<file path="src/rtl/mdl_noise_pkg.sv">
// Shared constants and helpers for the noise generator slice.
package mdl_pkg;

  localparam int unsigned LFSR_W         = 17;
  localparam int unsigned TAP_IDX        = 3;
  localparam int unsigned SER_W          = 16;
  localparam int unsigned TST_NOISE_STEP = 3;

  typedef logic [LFSR_W-1:0] lfsr_t;

  // XNOR feedback keeps all-zero a live state instead of a lock-up state.
  function automatic lfsr_t lfsr_advance(input lfsr_t v);
    return {~(v[0] ^ v[TAP_IDX]), v[LFSR_W-1:1]};
  endfunction

endpackage

</file>
<file path="src/rtl/mdl_noise_lfsr.sv">
// 17-bit XNOR-feedback LFSR; advances when both enable and step are high.
module mdl_noise_lfsr
  import mdl_pkg::*;
#(
  parameter lfsr_t P_SEED = '0
) (
  input  logic  clk_i,
  input  logic  rst_ni,
  input  logic  en_i,
  input  logic  step_i,
  output lfsr_t lfsr_o,
  output lfsr_t lfsr_next_o
);

  lfsr_t lfsr_q, lfsr_d;

  assign lfsr_next_o = lfsr_advance(lfsr_q);

  always_comb begin
    lfsr_d = lfsr_q;
    if (en_i && step_i) lfsr_d = lfsr_next_o;
  end

  always_ff @(posedge clk_i or negedge rst_ni) begin
    if (!rst_ni) lfsr_q <= P_SEED;
    else         lfsr_q <= lfsr_d;
  end

  assign lfsr_o = lfsr_q;

endmodule

</file>
<file path="src/rtl/mdl_noise.sv">
// YM2151-style noise generator: NFRQ divider, LFSR stepping, slot-32 bit and serial feed to the LFO.
module mdl_noise
  import mdl_pkg::*;
#(
  parameter lfsr_t P_LFSR_SEED = 17'h00000
) (
  input  logic        i_EMUCLK,
  input  logic        i_MRST_n,
  input  logic        i_phi1_PCEN_n,
  input  logic        i_phi1_NCEN_n,
  input  logic        i_CYCLE_12_28,
  input  logic        i_CYCLE_15_31,
  input  logic [4:0]  i_NFRQ,
  input  logic        i_NE,
  input  logic [7:0]  i_TEST,
  output logic        o_NOISE_SERIAL,
  output logic        o_NOISE_BIT,
  output logic        o_NOISE_STEP,
  output logic [16:0] o_LFSR
);

  logic             en;
  logic             step;
  logic [4:0]       cntr_q, cntr_d;
  logic [SER_W-1:0] snap_q, snap_d;
  logic             serial_q, serial_d;
  logic             bit_q, bit_d;
  logic             step_q, step_d;
  lfsr_t            lfsr_q, lfsr_next;
  logic             unused_inputs;

  assign en            = !i_phi1_NCEN_n;
  assign unused_inputs = ^{i_phi1_PCEN_n, i_TEST[7:4], i_TEST[2:0]};

  mdl_noise_lfsr #(
    .P_SEED (P_LFSR_SEED)
  ) u_lfsr (
    .clk_i       (i_EMUCLK),
    .rst_ni      (i_MRST_n),
    .en_i        (en),
    .step_i      (step),
    .lfsr_o      (lfsr_q),
    .lfsr_next_o (lfsr_next)
  );

  // Divider only compares for equality, so a target below cntr is reached via the 31->0 wrap.
  always_comb begin
    cntr_d = cntr_q;
    step   = 1'b0;
    if (i_CYCLE_12_28) begin
      if (cntr_q == ~i_NFRQ) begin
        cntr_d = '0;
        step   = 1'b1;
      end else begin
        cntr_d = cntr_q + 5'd1;
      end
    end
    if (i_TEST[TST_NOISE_STEP]) step = 1'b1;
  end

  always_comb begin
    snap_d = {1'b0, snap_q[SER_W-1:1]};
    if (i_CYCLE_15_31) snap_d = step ? lfsr_next[SER_W-1:0] : lfsr_q[SER_W-1:0];
    serial_d = snap_q[0];
    bit_d    = lfsr_q[0] & i_NE;
    step_d   = step;
  end

  always_ff @(posedge i_EMUCLK or negedge i_MRST_n) begin
    if (!i_MRST_n) begin
      cntr_q   <= '0;
      snap_q   <= '0;
      serial_q <= 1'b0;
      bit_q    <= 1'b0;
      step_q   <= 1'b0;
    end else if (en) begin
      cntr_q   <= cntr_d;
      snap_q   <= snap_d;
      serial_q <= serial_d;
      bit_q    <= bit_d;
      step_q   <= step_d;
    end
  end

  assign o_NOISE_SERIAL = serial_q;
  assign o_NOISE_BIT    = bit_q;
  assign o_NOISE_STEP   = step_q;
  assign o_LFSR         = lfsr_q;

endmodule

</file>
<file path="config.mk">
export PLATFORM = sky130hd
export DESIGN_NAME = mdl_noise
export DESIGN_NICKNAME = d
export VERILOG_FILES = /design/src/rtl/mdl_noise_pkg.sv /design/src/rtl/mdl_noise_lfsr.sv /design/src/rtl/mdl_noise.sv
export SDC_FILE = /design/constraint.sdc
export NUM_CORES = 1
export LEC_CHECK = 0
export ABC_AREA = 1
export CAP_MARGIN = 20
export CELL_PAD_IN_SITES_DETAIL_PLACEMENT = 0
export CELL_PAD_IN_SITES_GLOBAL_PLACEMENT = 1
export CORE_ASPECT_RATIO = 1.1
export CORE_MARGIN = 4
export CORE_UTILIZATION = 40
export CTS_BUF_LIST = sky130_fd_sc_hd__clkbuf_16
export DETAILED_ROUTE_END_ITERATION = 10
export HOLD_SLACK_MARGIN = 0.15
export PLACE_DENSITY_LB_ADDON = 0.1
export SLEW_MARGIN = 40
export SYNTH_ARGS = -nofsm -noshare
export SYNTH_HDL_FRONTEND = slang
export SYNTH_SLANG_ARGS = --single-unit
</file>
<file path="constraint.sdc">
create_clock -name i_EMUCLK -period 2.65 [get_ports i_EMUCLK]
set_input_delay 0.3975 -clock i_EMUCLK [delete_from_list [all_inputs] [get_ports i_EMUCLK]]
set_output_delay 0.3975 -clock i_EMUCLK [all_outputs]
set_load 0.005 [all_outputs]
</file>
==> results.toml, run 1 <==
[setup_path]
crit_fanout = 35
cp_cell_sequence = "clkdlybuf4s50_1, inv_1, nand2_1, o21ai_0, nor2_2, nand3_4, nand2_8, nand2_8, nand2_1, o21ai_2"
rr_endpoint = "u_lfsr.lfsr_o[10]"
slowest_delay_ps = 470
critical_path_class = "input pin to flip-flop"
rr_worst_depth = 8
critPathRequiredTime_ps = 2810
cpMaxStageDelayCell = "clkdlybuf4s50_1"
start_kind = "input pin"
r2r_slack_ps = 1060
critPathLaunch = "i_NFRQ[0]"
worst-path-buf-inv = 2
crit_family = "simple AND/OR/NAND/NOR gates"
crit_arrival_ps = 1900
rr_startpoint = "cntr_q[2]"
end_kind = "flip-flop"

[sta]
fin_setup_tns_ps = 0
finalClockSkew_ps = 5.60
min_period_over_period_pct = 65.7
period_needed_ps = 1740
setup_violations = 0
tightest_slew_ps = 541
rsz0062_at_grt = "false"
max_freq_ghz = 0.574
slew_headroom_pct = 64.0
finalHoldViolCount = 0
drv_slew = 0

[synthesis]
synth_nets = 293
avgSynthCellArea_um2 = 8.29
ys_ff_latch = 41
yosysSeqAreaShare_pct = 45.5
yosysUniqueCellTypes = 24
yosysWarnings = 0
synthCells = 272
syn_area_um2 = 2260

[pwr]
power_uw = 2250
p_leak_uw = 0.00120
powerDensity_nw_per_um2 = 849
peakVddDrop_mv = 0.425

[min_path]
min-delay-start = "snap_q[0]"
whs_endpoint = "o_NOISE_SERIAL"
hold_class = "flip-flop to flip-flop"
min_path_cells = 2

[routing]
drc = 0
routedWlPerCell_um = 12.6
drt_iter0_drc = 103
viasPerCell = 4.74
drt_pass1_iterations = 4
vias = 1719
ant_nets = 0
routed_wl_mm = 4.56

[cts]
cts_root_buf = "clkbuf_16"
clockBufferDepth = 2
cts_setup_buffers = 0
clk_latency_ps = 280
cts.htree.levels = 2
cts-buffers-inserted = 5
cts_resized = 0
clkSinkCount = 41
clk_pin_slew_ps = 60
cts_tree = "done"

[placed_design]
dp.cells = 354
gp_routability_congestion = 0.723
hpwl_mm = 3.12
io_buffers = 31

[die]
io_pins = 40
die_w_um = 79.6
die_area_um2 = 6910
start_util_pct = 41.5
num_rows = 28
die_y_um = 86.8
core_area_um2 = 5430

[cells_and_area]
drive_gt1_share_pct = 13.2
ff_latch_area_um2 = 1030
final_cells = 363
nFillCells = 549
multi_input_area_um2 = 926
n_antenna_cell = 0
final_nets = 308
fin_util_pct = 48.9
area_growth_pct = 17.6

[grt]
track_usage_pct = 15.1
grt_max_degree = 42
antenna_found_initial = 0
grt_first_pass_wirelength_mm = 8.28
grt_pass1_vias = 1772
grt-ovfl-total = 0

[job]
drv_cap = 0

[outcome]
status = "complete, no violations"
logic make-up after synthesis:
kind of cell    after synthesis  share of synthesized area (%)
compound gates               52                           14.5
xor+xnor                      2                          0.777
fa+ha+maj                     1                          0.555
buf+inv                      53                           13.5
flops                        41                           45.5
simple gates                123                           25.2
sequential cells by signal, summed over array words and instances (netlist names):
name            count
u_lfsr.lfsr_o      17
snap_q             16
cntr_q              5
o_NOISE_BIT         1
o_NOISE_SERIAL      1
o_NOISE_STEP        1
layer usage:
layer	track usage [%]	vias to the layer above	part of all wire, %
met5	0	-	0
met1	21.2	790	50
met3	3.33	5	4.5
li1	-	893	-
met2	23.4	31	44
met4	4.22	0	1.3
area by class of cell:
class | count | area share (%)
tap | 75 | 3.54
sequential | 41 | 38.7
inverter | 24 | 3.39
multi-input combinational | 178 | 34.9
clock inverter | 3 | 1.41
clock buffer | 5 | 4.71
timing repair buffer | 37 | 13.4
synth_stat cells:
master / count / area share [%]
inv_1: 22 / 3.7
or2_2: 1 / 0.28
buf_2: 1 / 0.22
buf_4: 17 / 5.7
inv_2: 1 / 0.17
nand2_1: 55 / 9.2
o21ai_0: 3 / 0.67
clkbuf_1: 6 / 1.0
nand2_2: 2 / 0.55
nand2_8: 2 / 1.8
clkbuf_8: 1 / 0.61
buf_6: 4 / 2.0
nor2_2: 1 / 0.28
xor2_1: 2 / 0.78
clkinv_1: 1 / 0.17
nor2_1: 24 / 4.0
o21ai_2: 18 / 7.0
a21oi_1: 31 / 6.9
nor3b_1: 1 / 0.33
ha_1: 1 / 0.55
nand3_1: 35 / 7.8
nand4_1: 1 / 0.28
nand3_4: 1 / 0.78
dfrtp_1: 41 / 45
where the power goes:
group          internal (uW)  switching, uW  leakage (uW)  total (uW)
Clock                    438            237     0.0000826         675
Combinational            332            341      0.000611         672
Sequential               781            126      0.000512         907
Total                   1550            704       0.00120        2250
worst max-delay path by stage:
stage | endpoint | slack (ps) | cells past startpoint
floorplan | u_lfsr.lfsr_o[12] | 1200 | 9
global placement | u_lfsr.lfsr_o[3] | 600 | 10
detailed placement | u_lfsr.lfsr_o[11] | 590 | 10
CTS | u_lfsr.lfsr_o[10] | 880 | 10
global route | u_lfsr.lfsr_o[10] | 740 | 10
finish | u_lfsr.lfsr_o[10] | 910 | 10
stage by stage:
stage / hold WS (ps) / setup WS [ps] / cell area, um^2
2_1_floorplan: 102 / 1200 / 2260
3_3_place_gp: 450 / 599 / 2480
3_5_place_dp: 431 / 593 / 2480
4_1_cts: 476 / 880 / 2650
5_1_grt: 501 / 735 / 2650
6_report: 473 / 909 / 2650
worst register-to-register path, cell delays in order (launching register included):
cell	delay (ps)
dfrtp_1	430
nand2_1	90
o21ai_0	80
nor2_1	210
nand3_4	140
nand2_8	150
nand2_8	190
nand2_1	140
o21ai_2	60
cell usage in the layout, fill, tap and decap left out, drive strengths merged, types with 2 or more instances in the layout:
| cell | netlist | final |
|---|---|---|
| inv | 23 | 24 |
| nand2 | 59 | 59 |
| clkdlybuf4s50 | 0 | 30 |
| buf | 22 | 6 |
| clkbuf | 7 | 5 |
| dfrtp | 41 | 41 |
| nand3 | 36 | 36 |
| o21ai | 21 | 21 |
| a21oi | 31 | 31 |
| nor2 | 25 | 25 |
| clkinv | 1 | 2 |
| xor2 | 2 | 2 |
what timing repair did:
| item | in CTS | in global routing |
|---|---|---|
| endpoints found under the setup margin | 0 | 0 |
| hold buffers | 1 | 0 |
| hold endpoints to repair | 41 | 0 |
Power figures use the tool's default switching activity.
==> run 2, diff against run 1 <==
--- a/config.mk
+++ b/config.mk
@@ -11,7 +11,7 @@
 export CELL_PAD_IN_SITES_GLOBAL_PLACEMENT = 1
 export CORE_ASPECT_RATIO = 1.1
 export CORE_MARGIN = 4
-export CORE_UTILIZATION = 40
+export CORE_UTILIZATION = 35
 export CTS_BUF_LIST = sky130_fd_sc_hd__clkbuf_16
 export DETAILED_ROUTE_END_ITERATION = 10
 export HOLD_SLACK_MARGIN = 0.15
==> constraint.sdc (replaced) <==
create_clock -name i_EMUCLK -period 1.5 [get_ports i_EMUCLK]
set_input_delay 0.225 -clock i_EMUCLK [delete_from_list [all_inputs] [get_ports i_EMUCLK]]
set_output_delay 0.225 -clock i_EMUCLK [all_outputs]
set_load 0.005 [all_outputs]
==> results.toml, run 2 (synthesized netlist as in run 1, its figures left out) <==
[cells_and_area]
final_area_um2 = 2980
drive_gt1_share_pct = 24.4
largest_reg_flops = 17
final_cell_mix = "nand2_1, dfrtp_1, nand3_1"
nFillCells = 646
area_growth_pct = 32.3
ff_latch_area_um2 = 1030
mostFrequentLayoutCell = "nand2_1"
final_nets = 332
n_antenna_cell = 0
multi_input_area_um2 = 1070

[routing]
wl_met3_um = 242
drt_iter0_drc = 119
ant_nets = 0
top_layer = "met4"
viasPerCell = 4.81
drc = 0
routedWlPerCell_um = 14.5
drt_pass1_iterations = 4
routed_wl_mm = 5.69
wl_met2_mm = 2.65
wl_met1_mm = 2.68
vias = 1881

[setup_path]
critical_path_class = "input pin to flip-flop"
worst-path-buf-inv = 3
crit_arrival_ps = 1700
slowest_delay_ps = 440
crit_family = "simple AND/OR/NAND/NOR gates"
end_kind = "flip-flop"
critPathRequiredTime_ps = 1660
cpMaxStageDelayCell = "clkdlybuf4s50_1"
cp.depth = 12
crit_top_cell = "nand2_1"
critPathLaunch = "i_NFRQ[3]"
rr_worst_depth = 11
cp_cell_sequence = "clkdlybuf4s50_1, nand2_1, nand2_1, inv_1, nand2_2, nor2_4, nand3_4, nand2_8, buf_12, nand2_8, nand2_1, o21ai_2"
start_kind = "input pin"
crit_fanout = 6
rr_startpoint = "cntr_q[3]"

[cts]
cts_tree = "done"
clkSinkCount = 41
clk_pin_slew_ps = 60
clockBufferDepth = 2
cts.htree.levels = 2
clk_latency_ps = 280
cts-buffers-inserted = 5
cts_root_buf = "clkbuf_16"

[grt]
grt_first_pass_wirelength_mm = 8.78
track_usage_pct = 14.2
grt_pass1_vias = 1777
grt_max_degree = 42
grt-ovfl-total = 0
antenna_found_initial = 0

[die]
die_area_um2 = 7800
die_y_um = 92.2
core_area_um2 = 6230
start_util_pct = 36.2
die_w_um = 84.5
num_rows = 30
io_pins = 40

[sta]
whs_ps = 452
finalClockSkew_ps = 3.17
setup_violations = 2
layout_setup_ws_ps = -41.1
finalHoldViolCount = 0
min_period_over_period_pct = 103
period_needed_ps = 1540
max_freq_ghz = 0.649
rsz0062_at_grt = "true"
slew_headroom_pct = 66.7
drv_slew = 0
tightest_slew_ps = 499

[pwr]
p_leak_uw = 0.00136
peakVddDrop_mv = 0.682
powerDensity_nw_per_um2 = 1390

[min_path]
hold_class = "input pin to async pin"

[placed_design]
io_buffers = 31
hpwl_mm = 3.47
place_area_um2 = 2600
gp_routability_congestion = 0.734

[job]
drv_cap = 0

[outcome]
violations = "setup timing"
status = "finished, violations left"
-- run 2: changes by cell type in the layout (fill, tap and decap cells not counted), moves of 2 or more --
cell,delta
a21oi_1,-5
a21oi_2,+5
buf_12,+3
buf_4,+12
buf_6,+4
clkdlybuf4s50_1,-2
dlymetal6s2s_1,+2
nand2_1,-6
nand2_2,+4
nand2_4,+2
nand2_8,+4
nand3_1,-4
nand3_2,+4
-- run 2: area by class of cell --
cell class | count | share of cell area [%]
multi-input combinational | 182 | 36.0
sequential | 41 | 34.4
timing repair buffer | 57 | 18.8
clock buffer | 5 | 4.19
tap | 80 | 3.35
inverter | 24 | 3.02
clock inverter | 2 | 0.252
-- run 2: final timing paths --
path / slack, ps / endpoint
worst max-delay path: -40 / u_lfsr.lfsr_o[7]
worst min-delay path: 450 / cntr_q[4]
worst max register to register: -40 / u_lfsr.lfsr_o[7]
worst min register to register: 470 / o_NOISE_SERIAL
max in group asynchronous: 840 / snap_q[0]
min in group i_EMUCLK: 470 / o_NOISE_SERIAL
-- run 2: per-stage QoR --
| stage | utilization [%] | cells | TNS, ps | total power, uW | worst slack [ps] |
|---|---|---|---|---|---|
| 3_3_place_gp | 41.8 | 373 | -9520 | 2970 | -287 |
| 4_1_cts | 44.1 | 381 | -116 | 4000 | -18.5 |
| 2_1_floorplan | - | 272 | 0 | 2490 | 54.7 |
| 5_1_grt | 47.9 | 391 | -2120 | 4430 | -97.4 |
| 6_report | 47.9 | 391 | -46.3 | 4140 | -41.1 |
| 3_5_place_dp | 41.8 | 373 | -9990 | 2980 | -311 |
-- run 2: repair_timing --
| action | CTS | global route |
|---|---|---|
| buffers inserted | 0 | 6 |
| gates resized for setup | 1 | 28 |
| pin swaps | 0 | 7 |
| setup endpoints to repair | 11 | 36 |
| hold buffers | 1 | 0 |
| endpoints found under the hold margin | 41 | 0 |
| gates cloned | 0 | 4 |
-- run 2: routing by layer --
metal  track usage, %  vias to the layer above
met2             21.8                       39
met4             5.54                        0
li1                 -                      948
met3             3.77                        6
met5                0                        -
met1             19.1                      888
-- run 2: where the power goes --
group          switching, uW  internal [uW]
Sequential               208           1380
Combinational            770            786
Clock                    404            595
-- run 2: worst min-delay path: cells and delay by family --
| family | cells | cell delay (ps) |
|---|---|---|
| buffers and inverters | 3 | 870 |
==> edit 1 (flow settings as in run 2) <==
`SER_W`: 16 -> 14.
--- a/src/rtl/mdl_noise_pkg.sv
+++ b/src/rtl/mdl_noise_pkg.sv
@@ -3,7 +3,7 @@
 
   localparam int unsigned LFSR_W         = 17;
   localparam int unsigned TAP_IDX        = 3;
-  localparam int unsigned SER_W          = 16;
+  localparam int unsigned SER_W          = 14;
   localparam int unsigned TST_NOISE_STEP = 3;
 
   typedef logic [LFSR_W-1:0] lfsr_t;
Check against the original RTL: no difference found for any inputs over 10 cycles, from zero or initial values and one cycle with i_MRST_n low; that may be too few to reach the edited logic, so the function may still have changed.
==> edit 1 against run 2 <==
- the flow still finishes with violations (setup timing)
- area after synthesis down 4.7%
- fmax up 1.8%
- setup slack better by 0.028 ns
- routed wire length down 13%
- count of clock-buffer cells in the layout unchanged
- power down 2.0%
- critical path depth down 1
- clock skew about the same
- first-iteration DRC count down 51%
- sequential cell count down 2
- cell area down 6.7%
- non-clock buffer count down 1
- critical path type is now reg -> reg
==> edit 1: results (changes against run 2) <==
Final layout
  – Area grow syn2layout: 29.5% (was 32.3%)
  – Share of layout cells above drive strength 1: 25.4% (was 24.4%)
  – Non-clk bufs: 56 (was 57)
  – Storage cell area: 976 um^2 (was 1030 um^2)
  – Multi-input logic cell count: 167 (was 182)
  – Fill count: 620 (was 646)
  – Multi-input logic area: 961 um^2 (was 1070 um^2)
  – Post-layout nets: 311 (was 332)
  – Non-Clock Inverter Count: 21 (was 24)
  – FF+latch count: 39 (was 41)

Global route
  – Number of global-route vias before repair: 1657 (was 1777)
  – GR peak layer: met1 (was met2)
  – GR Layer Usage met2: 19.8% (was 21.8%)
  – Total track usage: 14.2% (about the same)
  – First-pass GRT wire length: 8160 um (was 8780 um)
  – GR Util met3: 3.60% (was 3.77%)

Worst setup path
  – CP max stage delay: 0.39 ns (was 0.44 ns)
  – Setup crit end: snap_q[4]$_DFFE_PN0N_ (was u_lfsr.lfsr_o[7]$_DFFE_PN0P_)
  – Critical Path AT: 1.68 ns (was 1.70 ns)
  – Slowest CP cell: dfrtp_1 (was clkdlybuf4s50_1)
  – CP max FO: 7 (was 6)
  – Reg2reg start: cntr_q[4]$_DFFE_PN0P_ (was cntr_q[3]$_DFFE_PN0P_)
  – CP Launch Point: cntr_q[4]$_DFFE_PN0P_ (was i_NFRQ[3])

STA
  – Final WS setup: -0.0132 ns (was -0.0411 ns)
  – WHS: 0.442 ns (was 0.452 ns)
  – Worst-margin pin slew: 0.435 ns (was 0.499 ns)
  – Final setup vio count: 7 (was 2)
  – Post-Route Setup TNS: -0.0559 ns (was -0.0463 ns)

Placed design
  – Post-place setup slack: -0.334 ns (was -0.311 ns)
  – GPL Wtd Cong: 0.793 (was 0.734)
  – Placed cell count: 351 (was 373)
  – Placement Cell Area: 2480 um^2 (was 2600 um^2)
  – DP HPWL: 3250 um (was 3470 um)

Power and ir drop
  – Comb pwr: 1.51 mW (was 1.56 mW)
  – P_leak: 1.26 nW (was 1.36 nW)
  – Max VDD drop: 623 uV (was 682 uV)
  – Clock share of power: 25.1% (was 24.1%)

Synth
  – Top area cells in the synthesized netlist: dfrtp_1 (45%), nand2_1 (8.6%), nand3_1 (7.0%) (was dfrtp_1 (45%), nand2_1 (9.2%), nand3_1 (7.8%))
  – Commonest cells in the synthesized netlist: nand2_1 (49), dfrtp_1 (39), nand3_1 (30), a21oi_1 (29) (was nand2_1 (55), dfrtp_1 (41), nand3_1 (35), a21oi_1 (31), nor2_1 (24))
  – Register area share after synthesis: 45.4% (was 45.5%)
  – Synth Area in Adders: 0.582% (was 0.555%)
  – Syn Nets: 273 (was 293)
  – Syn Inst Count: 252 (was 272)

Outcome
  – Failing checks: setup timing (unchanged)
  – Outcome: finished, violations left (unchanged)

Detailed routing
  – WL per Instance: 13.4 um (was 14.5 um)
  – Post-Route WL: 4930 um (was 5690 um)
  – Iteration-0 DRC Markers: 58 (was 119)
  – Met3 WL: 191 um (was 242 um)
  – DRT Pass-1 Iters: 6 (was 4)
  – WL met2: 2190 um (was 2650 um)
  – Vias per inst: 4.73 (was 4.81)

Floorplan
  – Rows: 29 (was 30)
[edit 1: changes by cell type in the layout (fill, tap and decap cells not counted), sizes merged, moves of 2 or more]
cell	run 2	this run
clkdlybuf4s50	28	30
nand3	36	31
dlymetal6s2s	2	0
dfrtp	41	39
nand2	63	56
inv	24	21
[edit 1: worst register-to-register path, stage by stage, from the launching register on]
cell,delay [ns]
dfrtp_1,0.39
nand2_1,0.09
nand2_1,0.05
inv_1,0.06
nand2_2,0.06
nor2_4,0.13
nand3_4,0.14
nand2_8,0.17
buf_6,0.12
nand2_1,0.05
nand3_2,0.07
a21oi_2,0.05
[edit 1: repair_timing]
item / in CTS / in global routing
pin swaps: 2 / 4
setup buffers: 2 / 4
hold buffers: 1 / 0
gates resized for setup: 2 / 16
hold endpoints to repair: 39 / 0
cloned: 1 / 1
endpoints found under the setup margin: 22 / 36
==> edit 2 (config.mk and constraints of run 2) <==
Without the edit above. Add an input register stage for `i_NE`, with the module's reset; this delays it by one clock. The other inputs are not delayed to match.
--- a/src/rtl/mdl_noise.sv
+++ b/src/rtl/mdl_noise.sv
@@ -18,6 +18,16 @@
   output logic        o_NOISE_STEP,
   output logic [16:0] o_LFSR
 );
+
+  logic i_NE_q;
+
+  always_ff @(posedge i_EMUCLK or negedge i_MRST_n) begin
+    if (!i_MRST_n) begin
+      i_NE_q <= '0;
+    end else begin
+      i_NE_q <= i_NE;
+    end
+  end
 
   logic             en;
   logic             step;
@@ -62,7 +72,7 @@
     snap_d = {1'b0, snap_q[SER_W-1:1]};
     if (i_CYCLE_15_31) snap_d = step ? lfsr_next[SER_W-1:0] : lfsr_q[SER_W-1:0];
     serial_d = snap_q[0];
-    bit_d    = lfsr_q[0] & i_NE;
+    bit_d    = lfsr_q[0] & i_NE_q;
     step_d   = step;
   end
 
Formal check against the unedited RTL: same outputs for any inputs over 10 cycles, from zero or initial values and one cycle with i_MRST_n low; that may be too few to reach the edited logic, so the function may still have changed.
==> edit 2 against run 2 <==
- count of clock-buffer cells in the layout did not move
- setup slack better by 0.076 ns
- cell area fell by 1.6%
- routed wire length fell by 3.6%
- critical path depth fell by 1
- sequential cell count rose by 1
- power increased by 4.4%
- clock skew grew 0.0050 ns
- area after synthesis grew 1.1%
- largest power group unchanged
- highest routed layer unchanged
==> edit 2: results (changes against run 2) <==
Final layout
  – Non-clk bufs: 55 (was 57)
  – Share of layout cells above drive strength 1: 20.7% (was 24.4%)
  – Post-layout nets: 329 (was 332)
  – Fraction of area in registers: 35.8% (was 34.4%)
  – Multi-input logic area: 983 um^2 (was 1070 um^2)
  – Fill count: 612 (was 646)
  – Multi-input logic cell count: 180 (was 182)
  – Storage cell area: 1050 um^2 (was 1030 um^2)

Power and ir drop
  – Sw Share: 31.7% (was 33.3%)
  – P_leak: 1.34 nW (was 1.36 nW)
  – Max VDD drop: 819 uV (was 682 uV)

Global route
  – Total track usage: 14.6% (was 14.2%)
  – First-pass GRT wire length: 9140 um (was 8780 um)
  – Met1 Use GR: 19.5% (was 19.1%)
  – Largest net degree at the start of global routing: 29 (was 42)
  – GR Layer Usage met2: 23.9% (was 21.8%)
  – GR Util met3: 3.47% (was 3.77%)

STA
  – Worst-margin pin slew: 0.494 ns (was 0.499 ns)
  – WHS: 0.395 ns (was 0.452 ns)
  – Clock Skews: 0.00818 ns (was 0.00317 ns)

Synth
  – Avg Inst Size Synth: 8.36 um^2 (was 8.29 um^2)
  – Register area share after synthesis: 46.1% (was 45.5%)
  – Syn Nets: 294 (was 293)
  – Commonest cells in the synthesized netlist: nand2_1 (55), dfrtp_1 (42), nand3_1 (35), a21oi_1 (31), nor2_1 (24) (was nand2_1 (55), dfrtp_1 (41), nand3_1 (35), a21oi_1 (31), nor2_1 (24))
  – Top area cells in the synthesized netlist: dfrtp_1 (46%), nand2_1 (9.1%), nand3_1 (7.7%) (was dfrtp_1 (45%), nand2_1 (9.2%), nand3_1 (7.8%))

Worst setup path
  – RR Endpoint: snap_q[5]$_DFFE_PN0N_ (was u_lfsr.lfsr_o[7]$_DFFE_PN0P_)
  – Slowest CP cell: dfrtp_1 (was clkdlybuf4s50_1)
  – CP Launch Point: cntr_q[3]$_DFFE_PN0P_ (was i_NFRQ[3])
  – CP max FO: 8 (was 6)
  – Reg2reg setup slack: 0.03 ns (was -0.04 ns)
  – CP max stage delay: 0.40 ns (was 0.44 ns)
  – Critical Path AT: 1.63 ns (was 1.70 ns)

Placed design
  – DP HPWL: 3390 um (was 3470 um)
  – Placement Cell Area: 2630 um^2 (was 2600 um^2)
  – GPL Wtd Cong: 0.709 (was 0.734)

Outcome
  – Outcome: complete, no violations (was finished, violations left)

Detailed routing
  – WL met1: 2570 um (was 2680 um)
  – WL per Instance: 14.1 um (was 14.5 um)
  – Iteration-0 DRC Markers: 75 (was 119)
  – Vias: 1861 (was 1881)

Clock network
  – Clock sinks: 42 (was 41)
  – Post-CTS Resized: 8 (was 1)

Floorplan
  – Core Footprint: 6270 um^2 (was 6230 um^2)
-- edit 2: cell count changes in the layout (fill, tap and decap cells not counted), sizes merged --
cell | before | now
dlygate4sd2 | 0 | 2
dlymetal6s2s | 2 | 0
clkbuf | 5 | 6
dfrtp | 41 | 42
bufinv | 0 | 1
buf | 26 | 23
nand2 | 63 | 61
-- edit 2: power groups by stage --
stage | Clock (mW) | Combinational [mW] | Sequential (mW)
4_1_cts | 1.29 | 1.46 | 1.61
5_1_grt | 1.33 | 1.66 | 1.65
3_5_place_dp | 0 | 1.36 | 1.62
3_3_place_gp | 0 | 1.36 | 1.62
2_1_floorplan | 0 | 0.921 | 1.60
6_report | 1.25 | 1.47 | 1.60
-- edit 2: logic make-up after synthesis --
group	share of synthesized area (%)
simple gates	24.9
buf+inv	13.3
compound gates	14.4
flops	46.1
xor+xnor	0.768
fa+ha+maj	0.548
